==> src/rtl/pyc_mem_arb.sv <==
// pyc_mem_arb
// Shares one 1R1W registered-read memory among NREQ requesters. Reads and
// writes each have their own round-robin arbiter. A one-hot tag follows every
// granted read by one cycle so the returning data reaches the right requester.
module pyc_mem_arb #(
   parameter int NREQ       = 4,
   parameter int ADDR_WIDTH = 64,
   parameter int DATA_WIDTH = 64
) (
   input  logic                                clk,
   input  logic                                rst,
   input  logic [NREQ-1:0]                     rd_req_valid,
   input  logic [NREQ*ADDR_WIDTH-1:0]          rd_req_addr,
   output logic [NREQ-1:0]                     rd_req_ready,
   output logic [NREQ-1:0]                     rd_rsp_valid,
   output logic [DATA_WIDTH-1:0]               rd_rsp_data,
   input  logic [NREQ-1:0]                     wr_req_valid,
   input  logic [NREQ*ADDR_WIDTH-1:0]          wr_req_addr,
   input  logic [NREQ*DATA_WIDTH-1:0]          wr_req_data,
   input  logic [NREQ*(DATA_WIDTH/8)-1:0]      wr_req_strb,
   output logic [NREQ-1:0]                     wr_req_ready,
   output logic                                mem_ren,
   output logic [ADDR_WIDTH-1:0]               mem_raddr,
   input  logic [DATA_WIDTH-1:0]               mem_rdata,
   output logic                                mem_wvalid,
   output logic [ADDR_WIDTH-1:0]               mem_waddr,
   output logic [DATA_WIDTH-1:0]               mem_wdata,
   output logic [(DATA_WIDTH/8)-1:0]           mem_wstrb
);

   localparam int STRB_WIDTH = DATA_WIDTH / 8;
   localparam int PTR_W      = $clog2(NREQ);
   localparam int POS_W      = PTR_W + 1;

   logic [PTR_W-1:0] rd_ptr;
   logic [PTR_W-1:0] wr_ptr;
   logic [NREQ-1:0]  rsp_sel;

   logic             rd_hit;
   logic             wr_hit;
   logic [PTR_W-1:0] rd_idx;
   logic [PTR_W-1:0] wr_idx;
   logic [NREQ-1:0]  rd_grant;
   logic [NREQ-1:0]  wr_grant;

   // Searches ptr, ptr+1, ... (mod NREQ) and returns {found, index} of the
   // first valid requester. The position is kept one bit wider so the wrap
   // works for any NREQ, not only powers of two.
   function automatic logic [POS_W-1:0] rr_pick(input logic [NREQ-1:0] valid,
                                                input logic [PTR_W-1:0] ptr);
      logic [POS_W-1:0] pos;
      logic [POS_W-1:0] pick;
      pick = '0;
      for (int k = 0; k < NREQ; k++) begin
         pos = {1'b0, ptr} + POS_W'(k);
         if (pos >= POS_W'(NREQ)) begin
            pos = pos - POS_W'(NREQ);
         end
         if (!pick[PTR_W] && valid[pos[PTR_W-1:0]]) begin
            pick = {1'b1, pos[PTR_W-1:0]};
         end
      end
      return pick;
   endfunction

   // Index following a granted requester, wrapping NREQ-1 back to 0.
   function automatic logic [PTR_W-1:0] ptr_after(input logic [PTR_W-1:0] g);
      logic [PTR_W-1:0] nxt;
      if (g == PTR_W'(NREQ - 1)) begin
         nxt = '0;
      end else begin
         nxt = g + 1'b1;
      end
      return nxt;
   endfunction

   // Both arbiters pick a winner from their own pointer and form a one-hot grant.
   always_comb begin
      {rd_hit, rd_idx} = rr_pick(rd_req_valid, rd_ptr);
      {wr_hit, wr_idx} = rr_pick(wr_req_valid, wr_ptr);
      rd_grant = rd_hit ? (NREQ'(1) << rd_idx) : '0;
      wr_grant = wr_hit ? (NREQ'(1) << wr_idx) : '0;
   end

   assign rd_req_ready = rd_grant;
   assign wr_req_ready = wr_grant;

   // Read port mux: the one-hot grant selects the winner's address, zero when idle.
   always_comb begin
      mem_raddr = '0;
      for (int i = 0; i < NREQ; i++) begin
         if (rd_grant[i]) begin
            mem_raddr = rd_req_addr[i*ADDR_WIDTH +: ADDR_WIDTH];
         end
      end
   end

   // Write port mux: address, data and strobes of the winning writer, zero when idle.
   always_comb begin
      mem_waddr = '0;
      mem_wdata = '0;
      mem_wstrb = '0;
      for (int i = 0; i < NREQ; i++) begin
         if (wr_grant[i]) begin
            mem_waddr = wr_req_addr[i*ADDR_WIDTH +: ADDR_WIDTH];
            mem_wdata = wr_req_data[i*DATA_WIDTH +: DATA_WIDTH];
            mem_wstrb = wr_req_strb[i*STRB_WIDTH +: STRB_WIDTH];
         end
      end
   end

   // Memory enables are suppressed during reset so no access leaks out while
   // the grants still follow the inputs.
   assign mem_ren    = rd_hit & ~rst;
   assign mem_wvalid = wr_hit & ~rst;

   // Pointers advance past the winner on a grant and hold otherwise.
   always_ff @(posedge clk) begin
      if (rst) begin
         rd_ptr <= '0;
         wr_ptr <= '0;
      end else begin
         if (rd_hit) begin
            rd_ptr <= ptr_after(rd_idx);
         end
         if (wr_hit) begin
            wr_ptr <= ptr_after(wr_idx);
         end
      end
   end

   // Response tag tracks the read grant so it lines up with the memory's
   // one-cycle registered read data.
   always_ff @(posedge clk) begin
      if (rst) begin
         rsp_sel <= '0;
      end else begin
         rsp_sel <= rd_grant;
      end
   end

   // A response due in a reset cycle is dropped rather than delivered.
   assign rd_rsp_valid = rst ? '0 : rsp_sel;
   assign rd_rsp_data  = mem_rdata;

endmodule

==> config.mk <==
export PLATFORM = sky130hd
export DESIGN_NAME = pyc_mem_arb
export DESIGN_NICKNAME = d
export VERILOG_FILES = /design/src/rtl/pyc_mem_arb.sv
export SDC_FILE = /design/constraint.sdc
export NUM_CORES = 1
export LEC_CHECK = 0
export CORE_AREA = 2 2 454 456
export DETAILED_ROUTE_END_ITERATION = 8
export DIE_AREA = 0 0 456 458
export SKIP_CTS_REPAIR_TIMING = 1
export SYNTH_ARGS = -nofsm -noshare
export SYNTH_HDL_FRONTEND = slang
export SYNTH_SLANG_ARGS = --single-unit
==> constraint.sdc <==
create_clock -name clk -period 3.91 [get_ports clk]
set_input_delay 0.5865 -clock clk [delete_from_list [all_inputs] [get_ports clk]]
set_output_delay 0.5865 -clock clk [all_outputs]
set_load 0.05 [all_outputs]
Word-level counts from Yosys, hierarchy flattened
Index checks and enable logic that the tools add are counted.
{"block": "totals", "reg_bits": 8, "inputBits": 874, "out_inout_bits": 278}
{"block": "op_classes", "n_addsub": 16, "mux": 53, "n_reduce_logical": 12, "n_bitwise": 3, "magnitude_cmp": 16, "shift": 2, "eq_ne": 2}
{"op": "64-bit two-way mux", "n": 12}
{"op": "8-bit two-way mux", "n": 4}
{"op": "2-bit by 3-bit less-than comparator with 1-bit output, second input constant", "n": 8}
{"op": "3-bit two-way mux", "n": 8}
{"op": "2-bit two-way mux", "n": 10}
{"op": "3-bit greater-or-equal comparator, second input constant", "n": 6}
{"op": "1-bit binary-select mux with 2-bit select", "n": 8}
{"op": "2-bit by 1-bit subtractor with 2-bit output, second input constant", "n": 8}
{"op": "2-bit by 2-bit adder with 3-bit output, second input constant", "n": 4}
{"op": "4-bit two-way mux", "n": 3}
{"op": "1-bit two-way mux", "n": 8}
{"op": "1-bit by 2-bit left shift with 4-bit output, first input constant", "n": 2}
{"op": "2-bit by 1-bit adder with 3-bit output, second input constant", "n": 2}
{"op": "2-bit by 3-bit greater-or-equal comparator with 1-bit output, second input constant", "n": 2}
{"op": "1-bit logical AND", "n": 6}
{"op": "1-bit logical NOT", "n": 6}
{"op": "2-bit by 1-bit adder with 2-bit output, second input constant", "n": 2}
{"op": "2-bit == test, second input constant", "n": 2}
{"op": "1-bit bitwise AND", "n": 2}
{"op": "1-bit inverter", "n": 1}

Logic depth before layout (Yosys ltp)
{"block": "depth", "ltp_word": 20, "mapped_depth": 9, "ltp_nobuf": 7}

Worst setup path before layout
Ideal clock, no wire load.
{"block": "synth_path", "path_kind": "input to output", "startpoint": "in rd_req_valid[2]", "endpoint": "out mem_raddr[19]", "setup_slack_ps": 225, "t_required_ps": 3323, "stages": 8, "t_arrival_ps": 3098, "cell_sequence": "or4_1 -> and4_1 -> ha_1 -> buf_2 -> clkbuf_1 -> nand3b_1 -> a221o_1 -> a21oi_1"}
{"block": "synth_via", "elab_chain_cells": 18}
{"item": "from (decl)", "line_no": "12", "text": "input logic [NREQ-1:0] rd_req_valid,"}
{"item": "1-bit binary-select mux with 2-bit select", "line_no": "59", "text": "if (!pick[PTR_W] && valid[pos[PTR_W-1:0]]) begin"}
{"item": "1-bit two-way mux (not written as such)", "line_no": "59"}
{"item": "3-bit two-way mux", "line_no": "59"}
{"item": "1-bit logical NOT", "line_no": "59"}
{"item": "1-bit logical AND", "line_no": "59"}
{"item": "3-bit two-way mux", "line_no": "59"}
{"item": "1-bit logical NOT", "line_no": "59"}
{"item": "1-bit logical AND", "line_no": "59"}
{"item": "3-bit two-way mux", "line_no": "59"}
{"item": "1-bit logical NOT", "line_no": "59"}
{"item": "1-bit logical AND", "line_no": "59"}
{"item": "3-bit two-way mux *", "line_no": "59"}
{"item": "1-bit by 2-bit left shift with 4-bit output", "line_no": "81", "text": "rd_grant = rd_hit ? (NREQ'(1) << rd_idx) : '0;"}
{"item": "4-bit two-way mux *", "line_no": "81"}
{"item": "64-bit two-way mux (3 in series)", "line_no": "92", "text": "if (rd_grant[i]) begin"}
{"item": "64-bit two-way mux *", "line_no": "92"}
{"item": "to (decl)", "line_no": "23", "text": "output logic [ADDR_WIDTH-1:0] mem_raddr,"}
Mark *: on every way between the ends. The rest lies on a longest branch, timed or not. The select of a mux whose other input is x is not followed.

Worst setup path in the final report
{"block": "layout_path", "startpoint": "in rd_req_valid[3]", "endpoint": "out mem_raddr[29]"}
Same word-level chain as after synthesis.

==> flow_summary.yaml <==
critical_path:
  endpoint_kind: "primary output"
  slowest_delay_ns: 0.55
  crit_required_ns: 3.32
  cp_max_fo: 21
  cp.arrival_ns: 3.14
  critPathSlowestCell: "or4_4"
  cp_common_cell: "buf_12"
  path_class: "in2out"
  cp_cell_sequence: "dlymetal6s2s_1, or4_4, nand4_1, ha_4, buf_12, clkbuf_16, nand3b_1, a221o_1, a21oi_1, buf_12"
  critPathLaunchType: "input port"
synthesis:
  synth.distinct_cells: 32
  ys_dominant_reg_cell: "dfxtp_1"
  syn_avg_cell_area_um2: 5.858
  synth.largest_area_cell: "a21oi_1"
  syn_nets: 2396
  ys_ff_latch: 8
  yosys_warnings: 0
  synth.top_cell.area_share: 0.2274
  synth_area_leaders: "a21oi_1 (23%), a221o_1 (23%), nand3b_1 (17%)"
  synth_edf_count: 0
  postSynthCellCount: 1514
  async_reset_ff_frac: 0
  ys_seq_area_frac: 0.01806
  syn-cell-area_um2: 8870
cells_and_area:
  final_cells: 5252
  fillers: 23370
  final_area_um2: 26130
  area_growth_pct: 194.6
  drive_gt1_frac: 0.1870
  layout_common_cells: "clkdlybuf4s50_1 (805), a21oi_1 (376), buf_12 (245)"
  layout.nets: 3398
  final_common_cell: "clkdlybuf4s50_1"
placed_design:
  hpwl_um: 148700
  dpl-instance-area_um2: 25300
  portBuffers: 1023
  gp_congestion: 0.9259
  placed_cells: 5177
grt:
  grt_pass1_wl_um: 195900
  grt_pass1_vias: 16180
  grt_max_degree: 67
  antenna_found_initial: 194
  gr-total-overflow: 0
  grt_util_all_layers: 0.1473
floorplan:
  initial_utilization: 0.04353
  die_w_um: 456
  coreArea_um2: 203800
  die_area_um2: 208800
  io_pins: 1152
  die_h_um: 458
  rows: 166
detailed_routing:
  drc: 0
  wire_per_inst_um: 31.91
  vias: 17640
  ant_nets: 0
  via_per_inst: 3.359
  drt-initial-drc-count: 2109
  wl_um: 167600
  first_pass_iters: 6
clocking:
  cts.sinks: 8
  insertion_delay_ns: 0.23
  cts.htree.levels: 1
  cts_root_buffer: "clkbuf_16"
  cts_tree: "yes"
  cts_buffers: 3
  cts_buffer_depth: 2
  cts.clk_slew.worst_paths_ns: 0.04
power_and_ir_drop:
  fin_total_pwr_mw: 13.90
  irDropWorstVdd_mv: 0.3822
  p_per_area_nw_per_um2: 532.1
  leakagePower_nw: 9.471
timing:
  tns_ns: 0
  rsz0062_at_grt: "false"
  max_freq_mhz: 268.5
  tightest_slew_ns: 0.6362
  finalSetupViolCount: 0
  finalHoldViolCount: 0
  worst_clock_skew_ns: 0.0004345
  fin_crit_sh: 0.9525
  period_needed_ns: 3.724
  slew_headroom: 0.5758
  drv_slew: 0
outcome:
  status: "completed"
hold_path:
  hp-class: "reg2reg"
run:
  maxCapViolCount: 0
cell usage after synthesis (2+ instances only):
cell type / count
o22ai_1: 2
ha_1: 8
nand2_1: 204
nor2b_1: 12
and2_1: 9
a221o_1: 200
dfxtp_1: 8
buf_2: 72
nor2_1: 5
inv_1: 201
a21o_1: 2
clkbuf_1: 105
a21oi_1: 403
nand3b_1: 201
o22a_1: 2
buf_4: 64
state kept, by name, summed over array words and instances (netlist names):
name and cells:
rsp_sel 4, rd_ptr 2, wr_ptr 2
layer usage:
metal | up-vias | share of wire | global-route usage
met3 | 336 | 0.14 | 0.07572
li1 | 7439 | - | -
met2 | 1317 | 0.48 | 0.2458
met4 | 94 | 0.029 | 0.03964
met1 | 8455 | 0.36 | 0.1634
met5 | - | 0.0038 | 0
kinds of logic after synthesis:
family | after synthesis | share of synthesized area
fa+ha+maj | 8 | 0.01129
compound gates | 615 | 0.4630
buf+inv | 442 | 0.2243
flops | 8 | 0.01806
simple gates | 439 | 0.2810
mux | 2 | 0.002398
stage by stage:
step	utilization	hold slack, ns	setup slack, ns
after global placement	0.1241	0.5114	-0.1828
after global routing	0.1278	0.5758	0.09350
after floorplan	-	0.4763	0.2251
after CTS	0.1245	0.5317	-0.2340
final	0.1282	0.5357	0.1858
after detailed placement	0.1241	0.5280	-0.2266
final timing paths:
check,end,cells past startpoint,from,slack [ns]
hold / removal,rd_ptr[1],2,rd_ptr[1],0.54
hold reg to reg,rd_ptr[1],2,rd_ptr[1],0.54
setup reg to reg,rsp_sel[2],8,rd_ptr[0],1.94
setup / recovery,mem_raddr[29],10,rd_req_valid[3],0.19
worst max-delay path: cells and delay by family:
kind | cells | cell delay [ns]
compound gates | 2 | 0.58
fa+ha+maj | 1 | 0.33
buf+inv | 4 | 0.69
simple gates | 3 | 0.92
cell type report:
class                           instances  area, µm²  share of cell area
Antenna cell                           50      125.1            0.004789
Clock buffer                            3      75.07            0.002873
Inverter                              201      754.5             0.02888
Multi-Input combinational cell       1064       6954              0.2662
Sequential cell                         8      160.2            0.006130
Tap cell                             2688       3363              0.1287
Timing Repair Buffer                 1238      14700              0.5624
report_power, final:
group / total [mW] / internal (mW) / switching (mW)
combinational: 13.6 / 6.22 / 7.40
sequential: 0.112 / 0.0982 / 0.0138
clock: 0.172 / 0.132 / 0.0404
total: 13.9 / 6.45 / 7.45
Power figures use the tool's default switching activity.
